[config.mk]
export PLATFORM = sky130hd
export DESIGN_NAME = bit_packer
export DESIGN_NICKNAME = d
export VERILOG_FILES = /design/src/rtl/bit_packer.sv
export SDC_FILE = /design/constraint.sdc
export NUM_CORES = 1
export LEC_CHECK = 0
export ABC_AREA = 1
export CAP_MARGIN = 20
export CORE_MARGIN = 2
export CORE_UTILIZATION = 42
export CTS_BUF_LIST = sky130_fd_sc_hd__clkbuf_8
export DETAILED_ROUTE_END_ITERATION = 16
export HOLD_SLACK_MARGIN = 0.03
export PLACE_DENSITY_LB_ADDON = 0.05
export SETUP_SLACK_MARGIN = 0.3
export SLEW_MARGIN = 20
export SYNTH_ARGS = -nofsm -noshare
export SYNTH_HDL_FRONTEND = slang
export SYNTH_SLANG_ARGS = --single-unit
[constraint.sdc]
create_clock -name clock -period 28 [get_ports clock]
set_input_delay 5.6 -clock clock [delete_from_list [all_inputs] [get_ports clock]]
set_output_delay 5.6 -clock clock [all_outputs]
set_load 0.05 [all_outputs]
[src/rtl/bit_packer.sv]
// bit_packer: packs variable-length MSB-first fields into left-justified 64-bit words
module bit_packer #(
  parameter int WORD_W = 64
) (
  input  logic              clock,
  input  logic              reset,
  input  logic              input_enable,
  input  logic [WORD_W-1:0] val,
  input  logic [63:0]       size_of_bit,
  input  logic              flush_bit,
  output logic              output_enable,
  output logic [WORD_W-1:0] output_data,
  output logic [3:0]        output_byte_count,
  output logic [31:0]       total_bytes,
  output logic              size_error,
  output logic              protocol_error
);
  typedef enum logic {RUN, TAIL} state_t;
  state_t             state_q, state_d;
  logic [127:0]       acc_q, acc_d, acc_a, app;
  logic [6:0]         fill_q, fill_d;
  logic [63:0]        tail_q, tail_d, od_q, od_d, mask;
  logic [3:0]         tcnt_q, tcnt_d, cnt_q, cnt_d;
  logic [31:0]        total_q, total_d;
  logic               oe_q, oe_d, serr_q, serr_d, perr_q, perr_d;
  logic               size_big, take, flush;
  logic [7:0]         s8, fill_a, rnd, rnd_tail, fill_sub;
  // Append the incoming field, then decide between word emission, flush or tail
  always_comb begin
    size_big = size_of_bit > 64'd64;
    take     = input_enable && state_q == RUN && !size_big && size_of_bit[6:0] != 7'd0;
    flush    = input_enable && state_q == RUN && flush_bit;
    s8       = take ? {1'b0, size_of_bit[6:0]} : 8'd0;
    mask     = (s8 == 8'd64) ? '1 : ((64'd1 << s8[5:0]) - 64'd1);
    app      = take ? ({64'd0, val & mask} << (8'd128 - s8 - {1'b0, fill_q})) : '0;
    acc_a    = acc_q | app;
    fill_a   = {1'b0, fill_q} + s8;
    rnd      = (fill_a + 8'd7) & 8'hF8;
    rnd_tail = rnd - 8'd64;
    fill_sub = fill_a - 8'd64;
    state_d  = RUN;
    acc_d    = acc_a;
    fill_d   = fill_a[6:0];
    oe_d     = 1'b0;
    od_d     = '0;
    cnt_d    = '0;
    tail_d   = tail_q;
    tcnt_d   = tcnt_q;
    total_d  = total_q + (oe_q ? {28'd0, cnt_q} : 32'd0);
    serr_d   = serr_q | (input_enable && state_q == RUN && size_big);
    perr_d   = perr_q | (input_enable && state_q == TAIL);
    if (state_q == TAIL) begin
      oe_d  = 1'b1;
      od_d  = tail_q;
      cnt_d = tcnt_q;
    end else if (flush) begin
      acc_d  = '0;
      fill_d = '0;
      if (rnd != 8'd0) begin
        oe_d  = 1'b1;
        od_d  = acc_a[127:64];
        cnt_d = (rnd > 8'd64) ? 4'd8 : rnd[6:3];
      end
      if (rnd > 8'd64) begin
        state_d = TAIL;
        tail_d  = acc_a[63:0];
        tcnt_d  = rnd_tail[6:3];
      end
    end else if (fill_a >= 8'd64) begin
      oe_d   = 1'b1;
      od_d   = acc_a[127:64];
      cnt_d  = 4'd8;
      acc_d  = acc_a << 64;
      fill_d = fill_sub[6:0];
    end
  end
  // State and registered outputs; reset discards partial bits
  always_ff @(posedge clock or posedge reset) begin
    if (reset) begin
      state_q <= RUN;
      acc_q   <= '0;
      fill_q  <= '0;
      tail_q  <= '0;
      tcnt_q  <= '0;
      oe_q    <= 1'b0;
      od_q    <= '0;
      cnt_q   <= '0;
      total_q <= '0;
      serr_q  <= 1'b0;
      perr_q  <= 1'b0;
    end else begin
      state_q <= state_d;
      acc_q   <= acc_d;
      fill_q  <= fill_d;
      tail_q  <= tail_d;
      tcnt_q  <= tcnt_d;
      oe_q    <= oe_d;
      od_q    <= od_d;
      cnt_q   <= cnt_d;
      total_q <= total_d;
      serr_q  <= serr_d;
      perr_q  <= perr_d;
    end
  end
  assign output_enable     = oe_q;
  assign output_data       = od_q;
  assign output_byte_count = cnt_q;
  assign total_bytes       = total_q;
  assign size_error        = serr_q;
  assign protocol_error    = perr_q;
endmodule

# Word level (Yosys, flattened, before mapping)
# Index checks and enable logic that the tools add are counted.
# op_classes
n_addsub,8
multipliers,0
shifts,2
div_mod_pow,0
n_bitwise,5
eq_ne,1
n_reduce_logical,10
magnitude_cmp,3
n_mux,26
# ops
operator,n
$mux 128,4
$mux 64,5
$or 128x128->128,1
$shl 64x8->128,1
$and 64x64->64,1
$gt 64x7->1 const B,1
$shl 1x6->64 const A,1
$sub 64x1->64 const B,1
$add 32x4->32,1
$mux 7,4
$mux 4,6
$sub 7x7->7 const B,2
$add 7x7->8,1
$add 8x3->8 const B,1
$ge 8x7->1 const B,1
$gt 8x7->1 const B,1
$reduce_bool 8->1,1
$sub 8x7->8,1
$sub 8x7->8 const A,1
$eq 7x7->1 const B,1
$mux 1,7
$reduce_bool 7->1,1
$logic_and 1x1->1,6
$reduce_and 3->1,1
3 further kinds,4
# word_totals
register_bits,307
rom_bits,0
mem_count,0
latch_bits,0
in_bits,132
output_inout_bits,103
word_cells,66
ramBits,0

# Depth between registers and ports, before layout
# logic_depth
depth_word,15
depth_mapped,35
depth_no_buf,35

# Worst setup path after synthesis
# No wires, ideal clock.
# synth_path
path_kind,input to register
startpoint,in size_of_bit[4]
endpoint,reg acc_q[103]
arrival_time_ns,9.678
setup_time_ns,0.065
path_stages,24
t_required_ns,27.935
n_path_buf,5
path_slack_ns,18.257
path_cell_list,buf_4 > nor2_2 > inv_2 > nor2_1 > nand2_2 > nand2_4 > inv_4 > nand4_4 > nor2_2 > inv_1 > clkbuf_1 > buf_2 > buf_2 > ha_1 > ha_1 > inv_1 > xor2_1 > inv_2 > nor3_1 > clkbuf_1 > a31oi_1 > o21ai_1 > nand2_1 > nand2_1
# synth_between
elab_chain_len,15
elab_cells_between_ends,21
classes_between,add/sub: 4; order compare: 2; eq/ne: 1; shift: 2; mux: 6; bitwise: 2; reduce/logical: 4
# synth_rtl
item,line,source
from (decl),9,"input logic [63:0] size_of_bit,"
$gt 64x7->1,30,size_big = size_of_bit > 64'd64;
$logic_not 1->1,31,take = input_enable && state_q == RUN && !size_big && size_of_bit[6:0] != 7'd0;
$logic_and 1x1->1 (2 in a row),31,
$mux 7,33,"s8 = take ? {1'b0, size_of_bit[6:0]} : 8'd0;"
$shl 1x6->64,34,mask = (s8 == 8'd64) ? '1 : ((64'd1 << s8[5:0]) - 64'd1);
$sub 64x1->64,34,
$mux 64,34,
$and 64x64->64,35,"app = take ? ({64'd0, val & mask} << (8'd128 - s8 - {1'b0, fill_q})) : '0;"
$shl 64x8->128,35,
$mux 128,35,
$or 128x128->128,36,acc_a = acc_q | app;
$mux 128,69,end else if (fill_a >= 8'd64) begin
$mux 128,56,end else if (flush) begin
$mux 128 *,52,if (state_q == TAIL) begin
net acc_d[103],20,"logic [127:0] acc_q, acc_d, acc_a, app;"
to (signal assigned),81,acc_q <= '0;
to (signal assigned),93,acc_q <= acc_d;
to (decl),20,
# The timed path passes the listed nets; every way through them passes the cells marked *.
# A chain may end at the register's enable or synchronous reset.

# Worst setup path in the final report
# layout_path
startpoint,in size_of_bit[2]
endpoint,"reg od_q[48], in the netlist output_data[48]"
# layout_between
elab_chain_len,15
elab_cells_between_ends,24
classes_between,add/sub: 5; order compare: 2; eq/ne: 1; shift: 2; mux: 7; bitwise: 2; reduce/logical: 5
# layout_rtl
item,line,source
$gt 64x7->1,30,
$logic_not 1->1,31,
$logic_and 1x1->1 (2 in a row),31,
$mux 7,33,
$shl 1x6->64,34,
$sub 64x1->64,34,
$mux 64,34,
$and 64x64->64,35,
$shl 64x8->128,35,
$mux 128,35,
$or 128x128->128,36,
$mux 64 (on tied branches),"69, 59",
$mux 64 *,56,
$mux 64 *,52,
net od_d[48],22,"logic [63:0] tail_q, tail_d, od_q, od_d, mask;"
to (signal assigned),86,od_q <= '0;
to (signal assigned),98,od_q <= od_d;
to (decl),22,
# Marks and branches as above.

==> results.py <==
metrics = {
    "status": {
        "outcome": "finished, final reports clean",
    },
    "setup_path": {
        "crit_buf_inv": 8,
        "crit_required_ns": 28.59,
        "arrival_ns": 12.23,
        "rrSetupSlack_ns": 21.37,
        "startpoint": "size_of_bit[2]",
        "crit_fanout": 60,
        "critPathTopFamily": "simple AND/OR/NAND/NOR gates",
        "path_class": "in -> reg",
        "crit_top_cell": "nand2_1",
        "end_kind": "flip-flop",
        "critPathSlowestCell": "nor2_1",
        "max_stage_delay_ns": 0.88,
        "reg2reg_from": "state_q$_DFF_PP0_",
        "startpoint_type": "input port",
    },
    "detailed_routing": {
        "ant_nets": 0,
        "firstDrtPassIters": 6,
        "drc": 0,
        "wl_um": 95500,
        "via_per_inst": 5.70,
        "drtIter0Drc": 2748,
        "vias": 25500,
        "avgRoutedWirePerCell_um": 21.4,
    },
    "floorplan": {
        "die_area_um2": 56200,
        "row_count": 85,
        "dieHeight_um": 237,
        "fp.dieW_um": 237,
        "ios": 235,
        "start_util_pct": 42.4,
        "core_area_um2": 53800,
    },
    "global_route": {
        "overflow": 0,
        "grtUsageTotal_pct": 33.7,
        "met1_usage_pct": 47.5,
        "grt_pass1_wl_um": 146000,
        "grt_pass1_vias": 24200,
        "grt_max_degree": 97,
        "grt_use_met2_pct": 53.6,
        "top_usage_layer": "met2",
        "use_met3_pct": 4.71,
        "antenna_found_initial": 2,
    },
    "placement": {
        "dp_hpwl_um": 72600,
        "gp_congestion": 0.987,
        "port_buffers": 234,
        "pre_cts_slack_ns": 15.17,
    },
    "sta": {
        "maxSlewViolCount": 0,
        "whs_ns": 0.466,
        "maxSlewHeadroom_pct": 21.8,
        "setup_tns_ns": 0,
        "clock.fmax_mhz": 85.9,
        "period_share_pct": 41.6,
        "setup_ws_ns": 16.36,
        "layout_min_cycle_time_ns": 11.64,
        "clock_skew_ns": 0.0221,
        "finalSetupViolCount": 0,
        "grt_setup_unrepaired": "false",
        "worst_pin_slew_ns": 1.16,
        "hold_viol": 0,
    },
    "synth": {
        "ys_seq_area_share_pct": 33.7,
        "post-synth-top-count-cell": "nand2_1",
        "synth_ff_type": "dfrtp_1",
        "avgSynthCellArea_um2": 6.33,
        "yosys_warnings": 0,
        "synth_common_cells": "nand2_1, nand3_1, dfrtp_1",
        "async_reset_ff_share_pct": 100,
        "synth_seq_cells": 307,
        "ys_types": 58,
        "netlist.area_leader.share_pct": 33.7,
        "synthTopCellsByArea": "dfrtp_1, nand2_1, nand3_1",
        "syn_area_um2": 22800,
        "synth_edf_count": 0,
        "synth_fp_nets": 3765,
        "synthCells": 3607,
        "synth_top_cell_by_area": "dfrtp_1",
    },
    "min_path": {
        "hold_start": "size_error$_DFF_PP0_",
        "hold_path_class": "reg -> reg",
    },
    "power": {
        "pwr-share-seq_pct": 48.1,
        "pwr-share-clk_pct": 43.7,
        "p_switching_w": 0.000243,
        "p_leak_nw": 13.8,
        "sw_frac_of_total_pct": 25.5,
        "p_comb_share_pct": 8.2,
        "p_per_area_nw_per_um2": 35.7,
        "internal_power_w": 0.000709,
        "ir_drop_mv": 0.0552,
    },
    "clock_network": {
        "insertion_delay_ns": 0.65,
        "clk_pin_slew_ns": 0.07,
        "cts_made_buffers": 50,
        "cts_max_level": 2,
        "clock-sinks": 307,
        "cts-resized-gates": 0,
        "holdBufCountCts": 0,
        "cts_root_buf": "clkbuf_8",
        "cts_buffer_depth": 3,
        "postCtsSetupRepairBufs": 0,
        "cts_tree": "yes",
    },
    "finish": {
        "area_delta_synth_final_pct": 16.9,
        "post-route-util_pct": 49.6,
        "layout.nets": 3893,
        "drive_above_1_share_pct": 6.15,
    },
    "flow_run": {
        "cap_violations": 0,
    },
}
-- layer usage --
metal	share of wire [%]	wire (µm)	vias to the layer above
li1	-	-	12000
met4	3.3	3160	0
met3	7.6	7280	174
met5	0	0	-
met1	45	42500	12200
met2	45	42500	1082
-- layout make-up --
type / instances / area [µm²]
sequential: 307 / 7680
fill: 5535 / 27100
multi-input combinational: 2808 / 13300
clock inverter: 25 / 189
antenna: 2 / 5.00
inverter: 294 / 1110
tap: 696 / 871
clock buffer: 64 / 881
timing repair buffer: 274 / 2680
-- registers in the layout (all words and copies together), names as in the netlist --
signal             count
acc_q                128
output_data           64
tail_q                64
total_bytes           32
fill_q                 7
output_byte_count      4
tcnt_q                 4
output_enable          1
protocol_error         1
size_error             1
state_q                1
-- cell usage in the layout, fill, tap and decap left out, types with 20 or more instances in the layout --
| cell type | count |
|---|---|
| o21ai_0 | 62 |
| inv_2 | 26 |
| nor2_1 | 268 |
| nor2_2 | 20 |
| dfrtp_1 | 306 |
| clkbuf_8 | 64 |
| inv_1 | 276 |
| clkdlybuf4s50_1 | 234 |
| nand2_1 | 1237 |
| a21oi_1 | 88 |
| ha_1 | 22 |
| buf_4 | 38 |
| o21ai_1 | 77 |
| nand4_1 | 91 |
| nand3_1 | 731 |
-- logic make-up (layout without fill, tap and decap cells) --
| family | after synthesis | count (layout) | synth area share (%) |
|---|---|---|---|
| AOI/OAI and AO/OA | 304 | 304 | 7.56 |
| xor gates and xnor gates | 36 | 36 | 1.38 |
| adders and majority gates | 26 | 26 | 1.49 |
| buffers and inverters | 492 | 657 | 8.60 |
| DFF | 307 | 307 | 33.7 |
| other | 0 | 2 | 0 |
| and+or+nand+nor | 2442 | 2442 | 47.3 |
-- power groups by stage --
stage               logic [W]  registers [W]  clock network, W
floorplan           0.0000263       0.000478                 0
global placement    0.0000761       0.000466                 0
detailed placement  0.0000776       0.000466                 0
CTS                 0.0000780       0.000458          0.000427
global route        0.0000838       0.000459          0.000446
finish              0.0000777       0.000458          0.000416
-- per-stage QoR --
stage / area (µm²) / cells / total power [W]
5_1_grt: 26700 / 4468 / 0.000989
3_3_place_gp: 25500 / 4377 / 0.000542
3_5_place_dp: 25500 / 4377 / 0.000544
6_report: 26700 / 4470 / 0.000952
4_1_cts: 26600 / 4466 / 0.000963
2_1_floorplan: 22800 / 3607 / 0.000504
-- worst paths after layout --
check | to | cells after the start
max | output_data[48]$_DFF_PP0_ | 25
min | size_error$_DFF_PP0_ | 1
max reg2reg | output_data[48]$_DFF_PP0_ | 22
min reg2reg | size_error$_DFF_PP0_ | 1
max in group asynchronous | state_q$_DFF_PP0_ | 6
min in group asynchronous | output_data[56]$_DFF_PP0_ | 2
-- worst reg2reg max path, cell delays in order (launching register included) --
cell and delay (ns):
dfrtp_2 0.38, buf_4 0.32, nor2_2 0.38, nand2_4 0.12
inv_4 0.15, nand4_4 0.24, nor2_2 0.53, inv_1 0.08
buf_4 0.35, ha_1 0.41, ha_1 0.30, inv_1 0.10
nor2_1 0.06, o21ai_0 0.22, nand3_1 0.15, buf_4 0.28
nor2_1 0.91, inv_1 0.75, o21ai_0 0.40, nand2_1 0.15
nand2_1 0.11, nand2_1 0.07, nand2_1 0.12
(Power assumes the default switching activity.)
